<file path="src/rtl/alu_pkg.sv">
// Encoding shared by the issue block and my_decoder: op codes, FUNC nibbles,
// IR field positions and the NOP word.
package alu_pkg;

  localparam int DATA_W = 16;

  typedef enum logic [2:0] {
    OP_ADD = 3'd0,
    OP_SUB = 3'd1,
    OP_AND = 3'd2,
    OP_OR  = 3'd3,
    OP_XOR = 3'd4,
    OP_NOT = 3'd5
  } alu_op_e;

  localparam logic [3:0] FUNC_ADD = 4'b1010;
  localparam logic [3:0] FUNC_SUB = 4'b0010;
  localparam logic [3:0] FUNC_AND = 4'b1100;
  localparam logic [3:0] FUNC_OR  = 4'b0110;
  localparam logic [3:0] FUNC_XOR = 4'b1110;
  localparam logic [3:0] FUNC_NOT = 4'b0100;

  localparam int IR_CLASS_LSB = 12;
  localparam int IR_RD_LSB    = 8;
  localparam int IR_FUNC_LSB  = 4;
  localparam int IR_RS_LSB    = 0;

  localparam logic [3:0]        ALU_CLASS = 4'b0000;
  localparam logic [DATA_W-1:0] NOP_WORD  = 16'hF000;

  typedef enum logic [1:0] {
    ST_IDLE = 2'd0,
    ST_WAIT = 2'd1,
    ST_RESP = 2'd2
  } issue_state_e;

  function automatic logic [3:0] func_code(input alu_op_e op);
    logic [3:0] f;
    case (op)
      OP_ADD:  f = FUNC_ADD;
      OP_SUB:  f = FUNC_SUB;
      OP_AND:  f = FUNC_AND;
      OP_OR:   f = FUNC_OR;
      OP_XOR:  f = FUNC_XOR;
      OP_NOT:  f = FUNC_NOT;
      default: f = 4'b1111;
    endcase
    return f;
  endfunction

endpackage

</file>
<file path="src/rtl/alu_issue_if.sv">
// Request, decoder/ALU and response signals of the ALU issue block.
// master = sequencer plus decoder/ALU side, slave = alu_issue.
interface alu_issue_if;
  import alu_pkg::*;

  logic              req_valid;
  logic              req_ready;
  logic [2:0]        req_op;
  logic [3:0]        req_rd;
  logic [3:0]        req_rs;
  logic [DATA_W-1:0] req_a;
  logic [DATA_W-1:0] req_b;
  logic [DATA_W-1:0] ir_out;
  logic [DATA_W-1:0] a_out;
  logic [DATA_W-1:0] b_out;
  logic              is_alu_in;
  logic [DATA_W-1:0] alu_r;
  logic              rsp_valid;
  logic              rsp_ready;
  logic [DATA_W-1:0] rsp_r;
  logic              rsp_err;
  logic [15:0]       issue_cnt;

  modport master (
    output req_valid, req_op, req_rd, req_rs, req_a, req_b,
    output is_alu_in, alu_r, rsp_ready,
    input  req_ready, ir_out, a_out, b_out, rsp_valid, rsp_r, rsp_err, issue_cnt
  );

  modport slave (
    input  req_valid, req_op, req_rd, req_rs, req_a, req_b,
    input  is_alu_in, alu_r, rsp_ready,
    output req_ready, ir_out, a_out, b_out, rsp_valid, rsp_r, rsp_err, issue_cnt
  );

endinterface

</file>
<file path="src/rtl/alu_ir_encoder.sv">
// Combinational map from op/rd/rs to the 16-bit IR word, plus a legal flag
// (ops 6 and 7 have no FUNC code).
module alu_ir_encoder
  import alu_pkg::*;
(
  input  logic [2:0]        op,
  input  logic [3:0]        rd,
  input  logic [3:0]        rs,
  output logic [DATA_W-1:0] ir,
  output logic              legal
);

  always_comb begin
    legal = (op <= 3'd5);
    ir = '0;
    ir[IR_CLASS_LSB +: 4] = ALU_CLASS;
    ir[IR_RD_LSB +: 4]    = rd;
    ir[IR_FUNC_LSB +: 4]  = func_code(alu_op_e'(op));
    ir[IR_RS_LSB +: 4]    = rs;
  end

endmodule

</file>
<file path="src/rtl/alu_issue.sv">
// Issues one ALU operation at a time to the decoder/ALU pair, waits
// SETTLE_CYCLES for the combinational path, then returns R over rsp_*.
module alu_issue
  import alu_pkg::*;
#(
  parameter int SETTLE_CYCLES = 1,
  parameter int W             = 16
) (
  input logic        clk,
  input logic        rst_n,
  alu_issue_if.slave bus
);

  localparam logic [3:0] CNT_LOAD = 4'(SETTLE_CYCLES - 1);

  issue_state_e   state_reg, state_next;
  logic [W-1:0]   ir_reg, ir_next;
  logic [W-1:0]   a_reg, a_next;
  logic [W-1:0]   b_reg, b_next;
  logic [3:0]     cnt_reg, cnt_next;
  logic [W-1:0]   rsp_r_reg, rsp_r_next;
  logic           rsp_err_reg, rsp_err_next;
  logic [15:0]    issue_cnt_reg, issue_cnt_next;

  logic [W-1:0]   enc_ir;
  logic           enc_legal;

  alu_ir_encoder u_enc (
    .op    (bus.req_op),
    .rd    (bus.req_rd),
    .rs    (bus.req_rs),
    .ir    (enc_ir),
    .legal (enc_legal)
  );

  always_ff @(posedge clk) begin
    if (!rst_n) begin
      state_reg     <= ST_IDLE;
      ir_reg        <= NOP_WORD;
      a_reg         <= '0;
      b_reg         <= '0;
      cnt_reg       <= '0;
      rsp_r_reg     <= '0;
      rsp_err_reg   <= 1'b0;
      issue_cnt_reg <= '0;
    end else begin
      state_reg     <= state_next;
      ir_reg        <= ir_next;
      a_reg         <= a_next;
      b_reg         <= b_next;
      cnt_reg       <= cnt_next;
      rsp_r_reg     <= rsp_r_next;
      rsp_err_reg   <= rsp_err_next;
      issue_cnt_reg <= issue_cnt_next;
    end
  end

  // req_* are only looked at under req_valid in IDLE, so X there stays contained.
  always_comb begin
    state_next     = state_reg;
    ir_next        = ir_reg;
    a_next         = a_reg;
    b_next         = b_reg;
    cnt_next       = cnt_reg;
    rsp_r_next     = rsp_r_reg;
    rsp_err_next   = rsp_err_reg;
    issue_cnt_next = issue_cnt_reg;
    case (state_reg)
      ST_IDLE: begin
        if (bus.req_valid) begin
          if (enc_legal) begin
            ir_next    = enc_ir;
            a_next     = bus.req_a;
            b_next     = bus.req_b;
            cnt_next   = CNT_LOAD;
            state_next = ST_WAIT;
          end else begin
            rsp_r_next   = '0;
            rsp_err_next = 1'b1;
            state_next   = ST_RESP;
          end
        end
      end
      ST_WAIT: begin
        if (cnt_reg == 4'd0) begin
          rsp_r_next     = bus.alu_r;
          rsp_err_next   = ~bus.is_alu_in;
          issue_cnt_next = issue_cnt_reg + 16'd1;
          ir_next        = NOP_WORD;
          state_next     = ST_RESP;
        end else begin
          cnt_next = cnt_reg - 4'd1;
        end
      end
      ST_RESP: begin
        if (bus.rsp_ready) begin
          state_next = ST_IDLE;
        end
      end
      default: state_next = ST_IDLE;
    endcase
  end

  assign bus.req_ready = (state_reg == ST_IDLE);
  assign bus.rsp_valid = (state_reg == ST_RESP);
  assign bus.ir_out    = ir_reg;
  assign bus.a_out     = a_reg;
  assign bus.b_out     = b_reg;
  assign bus.rsp_r     = rsp_r_reg;
  assign bus.rsp_err   = rsp_err_reg;
  assign bus.issue_cnt = issue_cnt_reg;

endmodule
</file>
<file path="src/flat_wrapper.sv">
// flat-port wrapper written by rule: the top's interface ports become plain ports
module alu_issue_flat import alu_pkg::*;
#(
  parameter int SETTLE_CYCLES = 1,
  parameter int W             = 16
)
  (clk, rst_n, bus_req_valid, bus_req_op, bus_req_rd, bus_req_rs, bus_req_a, bus_req_b, bus_is_alu_in, bus_alu_r, bus_rsp_ready, bus_req_ready, bus_ir_out, bus_a_out, bus_b_out, bus_rsp_valid, bus_rsp_r, bus_rsp_err, bus_issue_cnt);
  alu_issue_if bus_i ();
  input logic clk;
  input logic rst_n;
  input wire logic [$bits(bus_i.req_valid)-1:0] bus_req_valid;
  input wire logic [$bits(bus_i.req_op)-1:0] bus_req_op;
  input wire logic [$bits(bus_i.req_rd)-1:0] bus_req_rd;
  input wire logic [$bits(bus_i.req_rs)-1:0] bus_req_rs;
  input wire logic [$bits(bus_i.req_a)-1:0] bus_req_a;
  input wire logic [$bits(bus_i.req_b)-1:0] bus_req_b;
  input wire logic [$bits(bus_i.is_alu_in)-1:0] bus_is_alu_in;
  input wire logic [$bits(bus_i.alu_r)-1:0] bus_alu_r;
  input wire logic [$bits(bus_i.rsp_ready)-1:0] bus_rsp_ready;
  output wire logic [$bits(bus_i.req_ready)-1:0] bus_req_ready;
  output wire logic [$bits(bus_i.ir_out)-1:0] bus_ir_out;
  output wire logic [$bits(bus_i.a_out)-1:0] bus_a_out;
  output wire logic [$bits(bus_i.b_out)-1:0] bus_b_out;
  output wire logic [$bits(bus_i.rsp_valid)-1:0] bus_rsp_valid;
  output wire logic [$bits(bus_i.rsp_r)-1:0] bus_rsp_r;
  output wire logic [$bits(bus_i.rsp_err)-1:0] bus_rsp_err;
  output wire logic [$bits(bus_i.issue_cnt)-1:0] bus_issue_cnt;
  assign bus_i.req_valid = bus_req_valid;
  assign bus_i.req_op = bus_req_op;
  assign bus_i.req_rd = bus_req_rd;
  assign bus_i.req_rs = bus_req_rs;
  assign bus_i.req_a = bus_req_a;
  assign bus_i.req_b = bus_req_b;
  assign bus_i.is_alu_in = bus_is_alu_in;
  assign bus_i.alu_r = bus_alu_r;
  assign bus_i.rsp_ready = bus_rsp_ready;
  assign bus_req_ready = bus_i.req_ready;
  assign bus_ir_out = bus_i.ir_out;
  assign bus_a_out = bus_i.a_out;
  assign bus_b_out = bus_i.b_out;
  assign bus_rsp_valid = bus_i.rsp_valid;
  assign bus_rsp_r = bus_i.rsp_r;
  assign bus_rsp_err = bus_i.rsp_err;
  assign bus_issue_cnt = bus_i.issue_cnt;
  alu_issue #(.SETTLE_CYCLES(SETTLE_CYCLES), .W(W)) u_core (.clk(clk), .rst_n(rst_n), .bus(bus_i));
endmodule
</file>
<file path="config.mk">
export PLATFORM = sky130hd
export DESIGN_NAME = alu_issue_flat
export DESIGN_NICKNAME = d
export VERILOG_FILES = /design/src/rtl/alu_pkg.sv /design/src/rtl/alu_issue_if.sv /design/src/rtl/alu_ir_encoder.sv /design/src/rtl/alu_issue.sv /design/src/flat_wrapper.sv
export SDC_FILE = /design/constraint.sdc
export NUM_CORES = 1
export LEC_CHECK = 0
export BUFFER_PORTS_ARGS = -buffer_cell sky130_fd_sc_hd__buf_2
export CAP_MARGIN = 15
export CORE_MARGIN = 2
export CORE_UTILIZATION = 42
export CTS_CLUSTER_DIAMETER = 200
export DETAILED_ROUTE_END_ITERATION = 8
export PLACE_DENSITY_LB_ADDON = 0.08
export SETUP_SLACK_MARGIN = 0.1
export SLEW_MARGIN = 20
export SYNTH_ARGS = -nofsm -noshare
export SYNTH_HDL_FRONTEND = slang
export SYNTH_SLANG_ARGS = --single-unit
</file>
<file path="constraint.sdc">
create_clock -name clk -period 1.7 [get_ports clk]
set_input_delay 0.17 -clock clk [delete_from_list [all_inputs] [get_ports clk]]
set_output_delay 0.17 -clock clk [all_outputs]
set_load 0.005 [all_outputs]
</file>
==> Implementation_results.wiki <==
{| class="wikitable"
! Metric !! Value
|-
| Status || completed
|-
| Max-slew violation count || 0
|-
| TritonCTS clock tree || built
|-
| Effective utilization at floorplan || 0.429
|-
| Async S/R FF share, synth || 0
|-
| Pre-CTS setup slack || -222 ps
|-
| Critical path start-end classification || flop to flop
|-
| Post-synthesis net count || 409
|-
| Mapped Area || 3280 µm²
|-
| Commonest non-fill, non-tap cell in the layout || sky130_fd_sc_hd__buf_2
|-
| Mapped Cells || 342
|-
| Post-synthesis sequential element count || 84
|-
| Number of buffers and inverters on the critical path || 3
|-
| Library cells used by synthesis || 37
|-
| Proportion of netlist area held by the largest area contributor || 0.512
|-
| Vias in the first global route || 2,722
|-
| Worst-case headroom to the max-slew limit || 0.578
|-
| DP Cell Count || 583
|-
| LEAKAGE || 2.18 nW
|-
| Crit path DAT || 1850 ps
|-
| Die Span X || 92.4 µm
|-
| Average size of a mapped cell || 9.60 µm²
|-
| Element type at the critical path end || flop
|-
| Total via count in the routed design || 2,920
|-
| Sort of element at the start of the critical path || flop
|-
| Die Span Y || 92.4 µm
|-
| Skew-Pair Late Insertion Delay || 340 ps
|-
| Grt ovf || 0
|-
| Share of final-layout standard cells stronger than drive strength 1 || 0.391
|-
| Areal power density over the cells || 915 nW/µm²
|-
| Clock Path Buffers || 2
|-
| H-tree lvl count || 3
|-
| Number of endpoints failing setup at the final stage || 0
|-
| Pin count of the biggest net entering global routing || 33
|-
| Count of TritonRoute iterations in the first routing pass || 4
|-
| Root Buffer Master || sky130_fd_sc_hd__clkbuf_8
|-
| Net count of the finished layout || 566
|-
| TritonCTS buffer count || 9
|-
| Cell chain of the critical path || inv_2 -> ha_4 -> buf_6 -> nor3b_4 -> nand4_4 -> buf_4 -> xnor2_1 -> and2_1
|-
| Number of violations of the max-capacitance limit || 0
|-
| Number of sinks handled by clock tree synthesis || 84
|-
| Number of warnings reported in the yosys synthesis log || 0
|-
| Commonest cells after routing, fill and taps aside || sky130_fd_sc_hd__buf_2 (146), sky130_fd_sc_hd__dfxtp_1 (82), sky130_fd_sc_hd__nand2_1 (73)
|-
| Post-route clock skew || 7.80 ps
|-
| Port Buffer Count || 146
|-
| Num rows || 32
|-
| Top fanout value on the critical path || 4
|-
| Cell type of the slowest stage on the worst timing path || sky130_fd_sc_hd__dfxtp_2
|-
| Count of antenna-violating nets left after detailed routing || 0
|-
| Predominant post-synthesis flop cell || sky130_fd_sc_hd__dfxtp_1
|-
| Library cell occupying the most area in the post-synthesis netlist || sky130_fd_sc_hd__dfxtp_1
|-
| HPWL after DPL || 5.42 mm
|-
| Worst Tran Pin Value || 630 ps
|-
| Filler cell count in the final layout || 732
|-
| Final hold vios || 0
|-
| Required time at the endpoint of the critical path || 1940 ps
|-
| Worst path top cell family by delay || simple AND/OR/NAND/NOR gates
|-
| Die Outline Area || 8540 µm²
|-
| Total length of routed wires || 7.64 mm
|-
| Clock edge transition at the registers on the reported setup and hold paths || 80 ps
|-
| Final clock period utilization by the worst path || 0.946
|-
| Number of synthesized flops with an enable pin || 0
|-
| Final estimated routing congestion in global placement || 0.768
|-
| Final worst setup slack || 91.1 ps
|-
| Crit path time final || 1610 ps
|-
| Post-route core utilization || 0.585
|-
| Worst stage delay on the critical path || 330 ps
|-
| Area of the core region || 7650 µm²
|-
| Post-layout instance count excluding filler cells || 606
|-
| Number of antenna violations at the first check in global routing || 0
|-
| Routed wirelength normalized by instance count || 12.6 µm
|-
| DRC viols || 0
|-
| Cells taking the most area after synthesis || sky130_fd_sc_hd__dfxtp_1 (51%), sky130_fd_sc_hd__a21boi_0 (8.5%), sky130_fd_sc_hd__nand2_1 (8.5%), sky130_fd_sc_hd__a22o_1 (7.2%), sky130_fd_sc_hd__and2_1 (2.1%)
|-
| GRT Resource Usage Total || 0.179
|-
| Io pins || 147
|-
| Worst vdd ir || 0.443 mV
|-
| N_diodes || 0
|-
| Wire length of the first global-routing pass || 12.5 mm
|-
| Worst hold path type || primary input to flop
|-
| Number of DRC violations after detailed-routing iteration 0 || 91
|-
| Sequential cell area fraction in the yosys report || 0.512
|-
| RSZ-0062 raised after global routing || true
|-
| Synthesis-to-finish area growth || 36.2%
|-
| Maximum achievable frequency || 622 MHz
|-
| Avg Vias per Cell || 4.82
|}
==> final timing paths <==
path	start	end	cells past startpoint	slack, ps
worst min register to register	u_core.bus.b_out[7]$_SDFFE_PN0P_	u_core.bus.b_out[7]$_SDFFE_PN0P_	2	460
worst min-delay path	bus_req_rd[3]	u_core.bus.ir_out[11]$_SDFFE_PN0P_	2	30
worst max register to register	u_core.cnt_reg[1]$_SDFFE_PN0P_	u_core.bus.issue_cnt[8]$_SDFFE_PN0P_	8	90
worst max-delay path	u_core.cnt_reg[1]$_SDFFE_PN0P_	u_core.bus.issue_cnt[8]$_SDFFE_PN0P_	8	90
==> power breakdown <==
part	internal, mW	total [mW]	switching [mW]
Combinational	0.239	0.469	0.230
Sequential	2.07	2.12	0.0515
Clock	0.830	1.51	0.675
==> metal layers <==
layer  wire length, µm  share of wire  vias up  GRT usage
li1                  -              -     1487          -
met1              3500           0.46     1327      0.233
met2              3450           0.45       99      0.289
met3               588          0.077        7     0.0472
met4               102          0.013        0     0.0634
met5                 0              0        -          0
==> repair_timing <==
item	in CTS	in global routing
pin swaps	9	2
hold buffers	0	0
gates resized for setup	11	8
endpoints found under the setup margin	28	66
buffers inserted	6	1
==> layout make-up <==
| cell class | count | area, µm² | area share |
|---|---|---|---|
| flip-flops and latches | 84 | 1680 | 0.377 |
| multi-input cells | 230 | 1510 | 0.337 |
| inverters | 5 | 18.8 | 0.00420 |
| clock buffers | 12 | 135 | 0.0302 |
| clock inverters | 4 | 73.8 | 0.0165 |
| repair buffers | 169 | 927 | 0.207 |
| well taps | 102 | 128 | 0.0285 |
==> per-stage QoR <==
stage	hold slack [ps]	cell area, µm²	total power, mW	TNS (ps)
CTS	22.7	4440	4.14	0
global placement	381	4160	2.63	-2310
global route	26.1	4470	4.29	-0.210
detailed placement	384	4160	2.63	-3470
finish	33.5	4470	4.09	0
floorplan	295	3290	2.40	0
==> cell usage after synthesis (3+ instances only) <==
cell type / number
sky130_fd_sc_hd__nand3_1: 11
sky130_fd_sc_hd__ha_1: 3
sky130_fd_sc_hd__xnor2_1: 5
sky130_fd_sc_hd__clkbuf_1: 10
sky130_fd_sc_hd__and3_1: 6
sky130_fd_sc_hd__a21boi_0: 37
sky130_fd_sc_hd__or3_1: 5
sky130_fd_sc_hd__o21ai_0: 6
sky130_fd_sc_hd__and2_1: 11
sky130_fd_sc_hd__inv_1: 5
sky130_fd_sc_hd__buf_4: 5
sky130_fd_sc_hd__o21a_1: 4
sky130_fd_sc_hd__a22o_1: 27
sky130_fd_sc_hd__buf_2: 6
sky130_fd_sc_hd__nor2_1: 5
sky130_fd_sc_hd__xor2_1: 6
sky130_fd_sc_hd__nor2b_1: 5
sky130_fd_sc_hd__dfxtp_1: 84
sky130_fd_sc_hd__and4_1: 3
sky130_fd_sc_hd__nand2_1: 74
sky130_fd_sc_hd__a21boi_1: 3
==> cell families after synthesis <==
logic type	count (synthesis)	synth area share
xor gates and xnor gates	11	0.0293
AOI/OAI and AO/OA	79	0.186
and+or+nand+nor	135	0.214
buffers and inverters	28	0.0408
muxes	2	0.00610
adders and majority gates	3	0.0114
DFF	84	0.512
No activity file was read; power rests on OpenSTA's default activity.
